==> src/rtl/transaction_arbiter_ctrl.sv <==
// Arbiter/controller between input FIFOs P0..P3 and output FIFOs S0..S3: owns the
// RESET/INIT/IDLE/ACTIVE FSM and threshold registers. Optional macro: ARB_ROUND_ROBIN_EN.
module transaction_arbiter_ctrl #(
    parameter int unsigned    WORD_SIZE    = 12,
    parameter int unsigned    PTR          = 3,
    parameter logic [PTR-1:0] FULL_TH_RST  = PTR'(3'b110),
    parameter logic [PTR-1:0] EMPTY_TH_RST = PTR'(3'b010)
) (
    input  logic                 clk,
    input  logic                 reset,
    input  logic                 init,
    input  logic [PTR-1:0]       full_threshold_in,
    input  logic [PTR-1:0]       empty_threshold_in,
    input  logic [3:0]           in_empty,
    input  logic [WORD_SIZE-1:0] in_data_P0,
    input  logic [WORD_SIZE-1:0] in_data_P1,
    input  logic [WORD_SIZE-1:0] in_data_P2,
    input  logic [WORD_SIZE-1:0] in_data_P3,
    input  logic [3:0]           out_almost_full,
    output logic [3:0]           pop_in,
    output logic [3:0]           push_out,
    output logic [WORD_SIZE-1:0] data_out,
    output logic [PTR-1:0]       full_threshold,
    output logic [PTR-1:0]       empty_threshold,
    output logic [1:0]           state,
    output logic                 idle
);

    localparam int unsigned NPORT    = 4;
    localparam int unsigned DEST_LSB = 8;

    typedef enum logic [1:0] {
        ST_RESET  = 2'b00,
        ST_INIT   = 2'b01,
        ST_IDLE   = 2'b10,
        ST_ACTIVE = 2'b11
    } state_e;

    state_e               state_q, state_d;
    logic [PTR-1:0]       full_th_q, full_th_d;
    logic [PTR-1:0]       empty_th_q, empty_th_d;
    logic [NPORT-1:0]     push_q, push_d;
    logic [WORD_SIZE-1:0] data_q, data_d;
    logic                 idle_q, idle_d;

    logic [WORD_SIZE-1:0] in_word [NPORT];
    logic [NPORT-1:0]     eligible;
    logic                 arb_en;
    logic                 grant_valid;
    logic [1:0]           grant_idx;
    logic [1:0]           search_base;

    assign in_word[0] = in_data_P0;
    assign in_word[1] = in_data_P1;
    assign in_word[2] = in_data_P2;
    assign in_word[3] = in_data_P3;

`ifdef ARB_ROUND_ROBIN_EN
    logic [1:0] rr_ptr_q, rr_ptr_d;
    assign search_base = rr_ptr_q;
`else
    assign search_base = 2'd0;
`endif

    assign arb_en = (state_q == ST_ACTIVE) && !init;

    // A port may go only if it has a word and that word's destination can accept it
    always_comb begin
        eligible = '0;
        for (int i = 0; i < int'(NPORT); i++) begin
            eligible[i] = !in_empty[i] && !out_almost_full[in_word[i][DEST_LSB +: 2]];
        end
    end

    // Scan downward from the far end so the port closest to search_base wins
    always_comb begin
        grant_valid = 1'b0;
        grant_idx   = 2'd0;
        for (int k = int'(NPORT) - 1; k >= 0; k--) begin
            if (arb_en && eligible[search_base + 2'(k)]) begin
                grant_valid = 1'b1;
                grant_idx   = search_base + 2'(k);
            end
        end
    end

    assign pop_in = grant_valid ? (NPORT'(1) << grant_idx) : '0;

    always_comb begin
        state_d    = state_q;
        full_th_d  = full_th_q;
        empty_th_d = empty_th_q;
        push_d     = '0;
        data_d     = data_q;
`ifdef ARB_ROUND_ROBIN_EN
        rr_ptr_d   = rr_ptr_q;
`endif
        case (state_q)
            ST_RESET: state_d = ST_INIT;
            ST_INIT: begin
                if (init) begin
                    full_th_d  = full_threshold_in;
                    empty_th_d = empty_threshold_in;
                end else begin
                    state_d = ST_IDLE;
                end
            end
            ST_IDLE: begin
                if (init)              state_d = ST_INIT;
                else if (!(&in_empty)) state_d = ST_ACTIVE;
            end
            ST_ACTIVE: begin
                if (init)           state_d = ST_INIT;
                else if (&in_empty) state_d = ST_IDLE;
            end
            default: state_d = ST_RESET;
        endcase

        // Popped word lands in its output FIFO one cycle later, even if the FSM leaves ACTIVE
        if (grant_valid) begin
            push_d = NPORT'(1) << in_word[grant_idx][DEST_LSB +: 2];
            data_d = in_word[grant_idx];
`ifdef ARB_ROUND_ROBIN_EN
            rr_ptr_d = grant_idx + 2'd1;
`endif
        end

        idle_d = (state_d == ST_IDLE) && (push_d == '0);
    end

    always_ff @(posedge clk or negedge reset) begin
        if (!reset) begin
            state_q    <= ST_RESET;
            full_th_q  <= FULL_TH_RST;
            empty_th_q <= EMPTY_TH_RST;
            push_q     <= '0;
            data_q     <= '0;
            idle_q     <= 1'b0;
        end else begin
            state_q    <= state_d;
            full_th_q  <= full_th_d;
            empty_th_q <= empty_th_d;
            push_q     <= push_d;
            data_q     <= data_d;
            idle_q     <= idle_d;
        end
    end

`ifdef ARB_ROUND_ROBIN_EN
    always_ff @(posedge clk or negedge reset) begin
        if (!reset) rr_ptr_q <= 2'd0;
        else        rr_ptr_q <= rr_ptr_d;
    end
`endif

    assign push_out        = push_q;
    assign data_out        = data_q;
    assign full_threshold  = full_th_q;
    assign empty_threshold = empty_th_q;
    assign state           = state_q;
    assign idle            = idle_q;

endmodule

==> config.mk <==
export PLATFORM = sky130hd
export DESIGN_NAME = transaction_arbiter_ctrl
export DESIGN_NICKNAME = d
export VERILOG_FILES = /design/src/rtl/transaction_arbiter_ctrl.sv
export SDC_FILE = /design/constraint.sdc
export NUM_CORES = 1
export LEC_CHECK = 0
export CAP_MARGIN = 20
export CORE_MARGIN = 8
export CORE_UTILIZATION = 38
export DETAILED_ROUTE_END_ITERATION = 7
export GPL_ROUTABILITY_DRIVEN = 0
export PLACE_DENSITY = 0.85
export SYNTH_ARGS = -nofsm -noshare
export SYNTH_HDL_FRONTEND = slang
export SYNTH_SLANG_ARGS = --single-unit
==> constraint.sdc <==
create_clock -name clk -period 3.6 [get_ports clk]
set_input_delay 0.54 -clock clk [delete_from_list [all_inputs] [get_ports clk]]
set_output_delay 0.54 -clock clk [all_outputs]
set_load 0.05 [all_outputs]
; Word level (Yosys, flattened, before mapping)
; Cells that the tools add are included.
[totals]
ff_bits = 25
in_bits = 65
output_inout_bits = 29
wordCells = 68
[classes]
magnitude_cmp = 5
n_eq_ne = 4
n_shift = 2
n_mux = 27
n_bitwise = 1
n_reduce_logical = 23
[op_table]
columns = cell, count
row1 = $bmux W12 S2, 1
row2 = $mux W12, 2
row3 = $mux W2, 9
row4 = $lt A2 B3 Y1 const B, 4
row5 = $logic_and A1 B1 Y1, 10
row6 = $logic_not A1 Y1, 9
row7 = $bmux W1 S2, 4
row8 = $mux W1, 8
row9 = $mux W4, 2
row10 = $pmux W2 S4, 1
row11 = $shl A1 B2 Y4 const A, 2
row12 = $eq A2 B2 Y1 const B, 3
row13 = $logic_not A4 Y1, 1
row14 = $reduce_and A4 Y1, 1
row15 = $ge A3 B3 Y1 const B, 1
row16 = $not A2 Y3, 1
row17 = $eq A2 B1 Y1 const B, 1
row18 = $logic_not A2 Y1, 1
row19 = $reduce_and A2 Y1, 1

; Logic depth before layout (Yosys ltp)
[logic_depth]
ltp_word = 17
mapped_depth = 7
ltp_nobuf = 6

; Least setup slack after synthesis
; No wires, ideal clock.
[synth_timing]
path_kind = register to output
from = register state_q[0] (netlist: state[0])
to = output port pop_in[0]
arrival_ps = 1923
required_ps = 3060
path_slack_ps = 1137
stages_incl_launch_ff = 4
path_buffers = 0
cell_sequence = dfrtp_1 -> nand3b_1 -> a211o_1 -> nor2_1
[synth_between]
elab_chain_len = 9
word_cells_on_any_way = 16
cone_classes = eq/ne: 1 / shift: 1 / mux: 9 / reduce/logical: 5
[synth_lines]
columns = item, line
row1 = from (decl), 39  ; state_e state_q, state_d;
row2 = from (signal assigned), 140  ; state_q <= state_d;
row3 = $eq A2 B2 Y1 *, 65  ; assign arb_en = (state_q == ST_ACTIVE) && !init;
row4 = $logic_and A1 B1 Y1 *, 65
row5 = $logic_and A1 B1 Y1, 80  ; if (arb_en && eligible[search_base + 2'(k)]) begin
row6 = $mux W2 (4 in a row), 80
row7 = $shl A1 B2 Y4, 87  ; assign pop_in = grant_valid ? (NPORT'(1) << grant_idx) : '0;
row8 = $mux W4 *, 87
row9 = to (decl), 20  ; output logic [3:0] pop_in,
; Every way passes the cells marked *; elsewhere a longest branch is shown, timed or not.

; Final worst setup path
[layout_timing]
from = input port in_data_P3[8]
to = output port pop_in[3]
[layout_between]
elab_chain_len = 11
word_cells_on_any_way = 15
cone_classes = shift: 1 / mux: 11 / reduce/logical: 3
[layout_lines]
columns = item, line
row1 = from (decl), 18  ; input logic [WORD_SIZE-1:0] in_data_P3,
row2 = $bmux W1 S2 *, 71  ; eligible[i] = !in_empty[i] && !out_almost_full[in_word[i][DEST_LSB +: 2]];
row3 = $mux W1 (not written as such) *, 71
row4 = $logic_not A1 Y1 *, 71
row5 = $logic_and A1 B1 Y1 *, 71
row6 = $logic_and A1 B1 Y1 *, 80
row7 = $mux W2 (4 in a row), 80
row8 = $shl A1 B2 Y4, 87
row9 = $mux W4 *, 87
; Every way passes the cells marked *; elsewhere a longest branch is shown, timed or not. The select of a mux whose other input is x is not followed.

==> insert_results.sql <==
INSERT INTO impl_metrics (metric_group, metric, value, unit) VALUES
('status', 'run_status', 'complete, no violations', ''),
('placed_design', 'pre_cts_slack', '0.5419', 'ns'),
('critical_path', 'path_class', 'primary input to output port', ''),
('floorplan', 'design.core.area', '3578', 'um^2'),
('sta', 'setup_viol', '0', ''),
('critical_path', 'worstSetupEndpointType', 'output port', ''),
('sta', 'worstMarginPinSlew', '0.9528', 'ns'),
('floorplan', 'die_width', '76.18', 'um'),
('critical_path', 'reg2reg_slack', '1.18', 'ns'),
('yosys', 'synth_area_per_cell', '10.43', 'um^2'),
('layout', 'syn2layout_area_growth', '77.00', '%'),
('route', 'antenna_left', '0', ''),
('global_routing', 'first_global_vias', '1548', ''),
('clocking', 'cts_inserted_buffers', '3', ''),
('hold_path', 'worstHoldPathType', 'register to register', ''),
('placed_design', 'placement.io_buffers', '93', ''),
('clocking', 'postCtsResizedCells', '0', ''),
('power_and_ir_drop', 'vdd.ir_drop.worst', '0.2622', 'mV'),
('sta', 'clock_skew', '0.006243', 'ns'),
('layout', 'layout_common_cells', 'clkdlybuf4s50_1 (89), dfrtp_1 (22), nor2_1 (19), a21oi_1 (14)', ''),
('global_routing', 'global_route.overflow_total', '0', ''),
('clocking', 'cts_hold_buf', '0', ''),
('floorplan', 'core.rowCount', '22', ''),
('route', 'routed-via-count', '1443', ''),
('global_routing', 'grt_start_max_net_pins', '26', ''),
('sta', 'crit_path_setup_slack_layout', '0.5977', 'ns'),
('yosys', 'yosys_register_bits', '25', ''),
('yosys', 'ys_seq_area_share', '45.73', '%'),
('clocking', 'tritoncts', 'built', ''),
('hold_path', 'hold_sp', 'data_out[8]$_DFFE_PN0P_', ''),
('critical_path', 'r2r_cells', '6', ''),
('hold_path', 'min_delay_path_depth', '2', ''),
('sta', 'timing.final.crit_period', '3.002', 'ns'),
('route', 'post_drt_via_cell_ratio', '5.266', ''),
('clocking', 'cts.sinks', '25', ''),
('power_and_ir_drop', 'p_leak', '0.9559', 'nW'),
('layout', 'antenna_cells_inserted', '0', ''),
('route', 'detail_route.first_pass.iterations', '4', ''),
('floorplan', 'ioPinCount', '94', ''),
('layout', 'layout.cell_area.non_filler', '2436', 'um^2'),
('critical_path', 'worst_ep_arrival_time', '2.46', 'ns'),
('floorplan', 'design.die.area', '5803', 'um^2'),
('layout', 'drive_gt1_share', '12.83', '%'),
('sta', 'final_min_period_over_clock_period', '83.40', '%'),
('critical_path', 'worst_setup_path_start_kind', 'primary input', ''),
('placed_design', 'dp_cells', '269', ''),
('hold_path', 'worst_hold_path.endpoint', 'data_out[8]$_DFFE_PN0P_', ''),
('floorplan', 'die_height', '76.18', 'um'),
('sta', 'timing_hold_violations_final', '0', ''),
('yosys', 'top_cells_by_area_synth', 'dfrtp_1 (40%), a222oi_1 (7.3%), dfstp_2 (5.7%)', ''),
('sta', 'finalSetupTns', '0', 'ns'),
('power_and_ir_drop', 'powerDensity', '456.2', 'nW/um^2'),
('critical_path', 'worstPathMaxFanout', '3', ''),
('placed_design', 'hpwlAfterDp', '4.113', 'mm'),
('clocking', 'clk_transition_reported_paths', '0.14', 'ns'),
('floorplan', 'initial_core_util', '38.46', '%'),
('route', 'route.detailed.wl_per_inst', '18.11', 'um'),
('global_routing', 'antenna_found_initial', '0', ''),
('global_routing', 'grt_first_pass_wirelength', '7.845', 'mm'),
('clocking', 'clock_latency', '0.32', 'ns'),
('layout', 'most_common_cell_after_layout_fill_and_taps_aside', 'clkdlybuf4s50_1', ''),
('layout', 'finish.cell_count_without_fillers', '274', ''),
('yosys', 'synthDistinctLibCells', '35', ''),
('power_and_ir_drop', 'fin_total_pwr', '1.111', 'mW'),
('sta', 'finalMaxSlewViolations', '0', ''),
('critical_path', 'regToRegStartpoint', 'state[1]$_DFF_PN0_', ''),
('critical_path', 'critical_path_required_time', '3.06', 'ns'),
('yosys', 'postSynthCellCount', '132', ''),
('yosys', 'yosys.area.top_type_share', '40.00', '%'),
('clocking', 'post-cts-setup-buffers', '0', ''),
('placed_design', 'placedInstanceArea', '2382', 'um^2');
cells in the mapped netlist (all sizes together):
cell type	instances
a211o	3
a211oi	2
a21oi	14
a221o	1
a221oi	1
a222oi	10
a22o	2
a31oi	1
and2	1
buf	4
clkbuf	2
dfrtp	22
dfstp	3
inv	4
mux2	8
mux2i	2
mux4	2
nand2	6
nand2b	1
nand3b	2
nand4	1
nor2	20
nor3	2
nor4bb	1
o21a	1
o21ai	10
o221a	2
o221ai	1
o32ai	1
or3	2
registers in the layout, summed over array words and instances, names as in the netlist:
name             cells
push_out             4
state                2
full_threshold       3
data_out            12
empty_threshold      3
idle                 1
how the worst max path moves through the flow:
stage | slack (ns) | startpoint | cells past startpoint | endpoint
after global routing | 0.52 | in_data_P2[8] | 5 | pop_in[2]
final | 0.60 | in_data_P3[8] | 5 | pop_in[3]
after floorplan | 1.14 | state[0]$_DFF_PN0_ | 3 | pop_in[0]
after detailed placement | 0.54 | in_data_P3[8] | 6 | push_out[0]$_DFF_PN0_
after global placement | 0.62 | in_data_P3[8] | 6 | push_out[0]$_DFF_PN0_
after CTS | 0.60 | in_data_P3[8] | 5 | pop_in[3]
layer usage:
| layer | track usage [%] | up-vias | part of all wire (%) |
|---|---|---|---|
| li1 | - | 709 | - |
| met1 | 19.02 | 693 | 39 |
| met2 | 30.76 | 35 | 58 |
| met3 | 1.533 | 6 | 2.5 |
| met4 | 4.231 | 0 | 1.4 |
| met5 | 0 | - | 0 |
per-stage QoR:
step / util [%] / hold slack [ns]
floorplan: - / 0.2444
global placement: 66.57 / 0.4641
detailed placement: 66.57 / 0.4695
CTS: 67.31 / 0.5005
global route: 68.08 / 0.5515
finish: 68.08 / 0.5043
worst max-delay path: stages:
cell	delay (ns)
clkdlybuf4s50_1	0.54
mux4_2	0.54
or3_1	0.41
nor2_2	0.25
buf_12	0.17
where the power goes:
part	switching (mW)	internal (mW)	leakage, nW	total, mW
Clock	0.0847	0.0434	0.0150	0.128
Combinational	0.364	0.237	0.651	0.601
Sequential	0.0326	0.350	0.290	0.383
Total	0.482	0.630	0.956	1.11
final cells by class:
class | count | area (um^2)
Multi-Input combinational cell | 97 | 704.4
Sequential cell | 25 | 629.4
Timing Repair Buffer | 96 | 1001
Inverter | 4 | 15.01
Clock buffer | 4 | 26.28
Tap cell | 48 | 60.06
Fill cell | 313 | 1142
cells by family after synthesis:
logic type / Yosys count / share of synthesized area (%)
flip-flops: 25 / 45.73
multiplexers: 12 / 11.54
AND/OR/NAND/NOR: 36 / 12.09
AO/OA/AOI/OAI: 49 / 27.55
buffers and inverters: 10 / 3.091
Power figures use the tool's default switching activity.
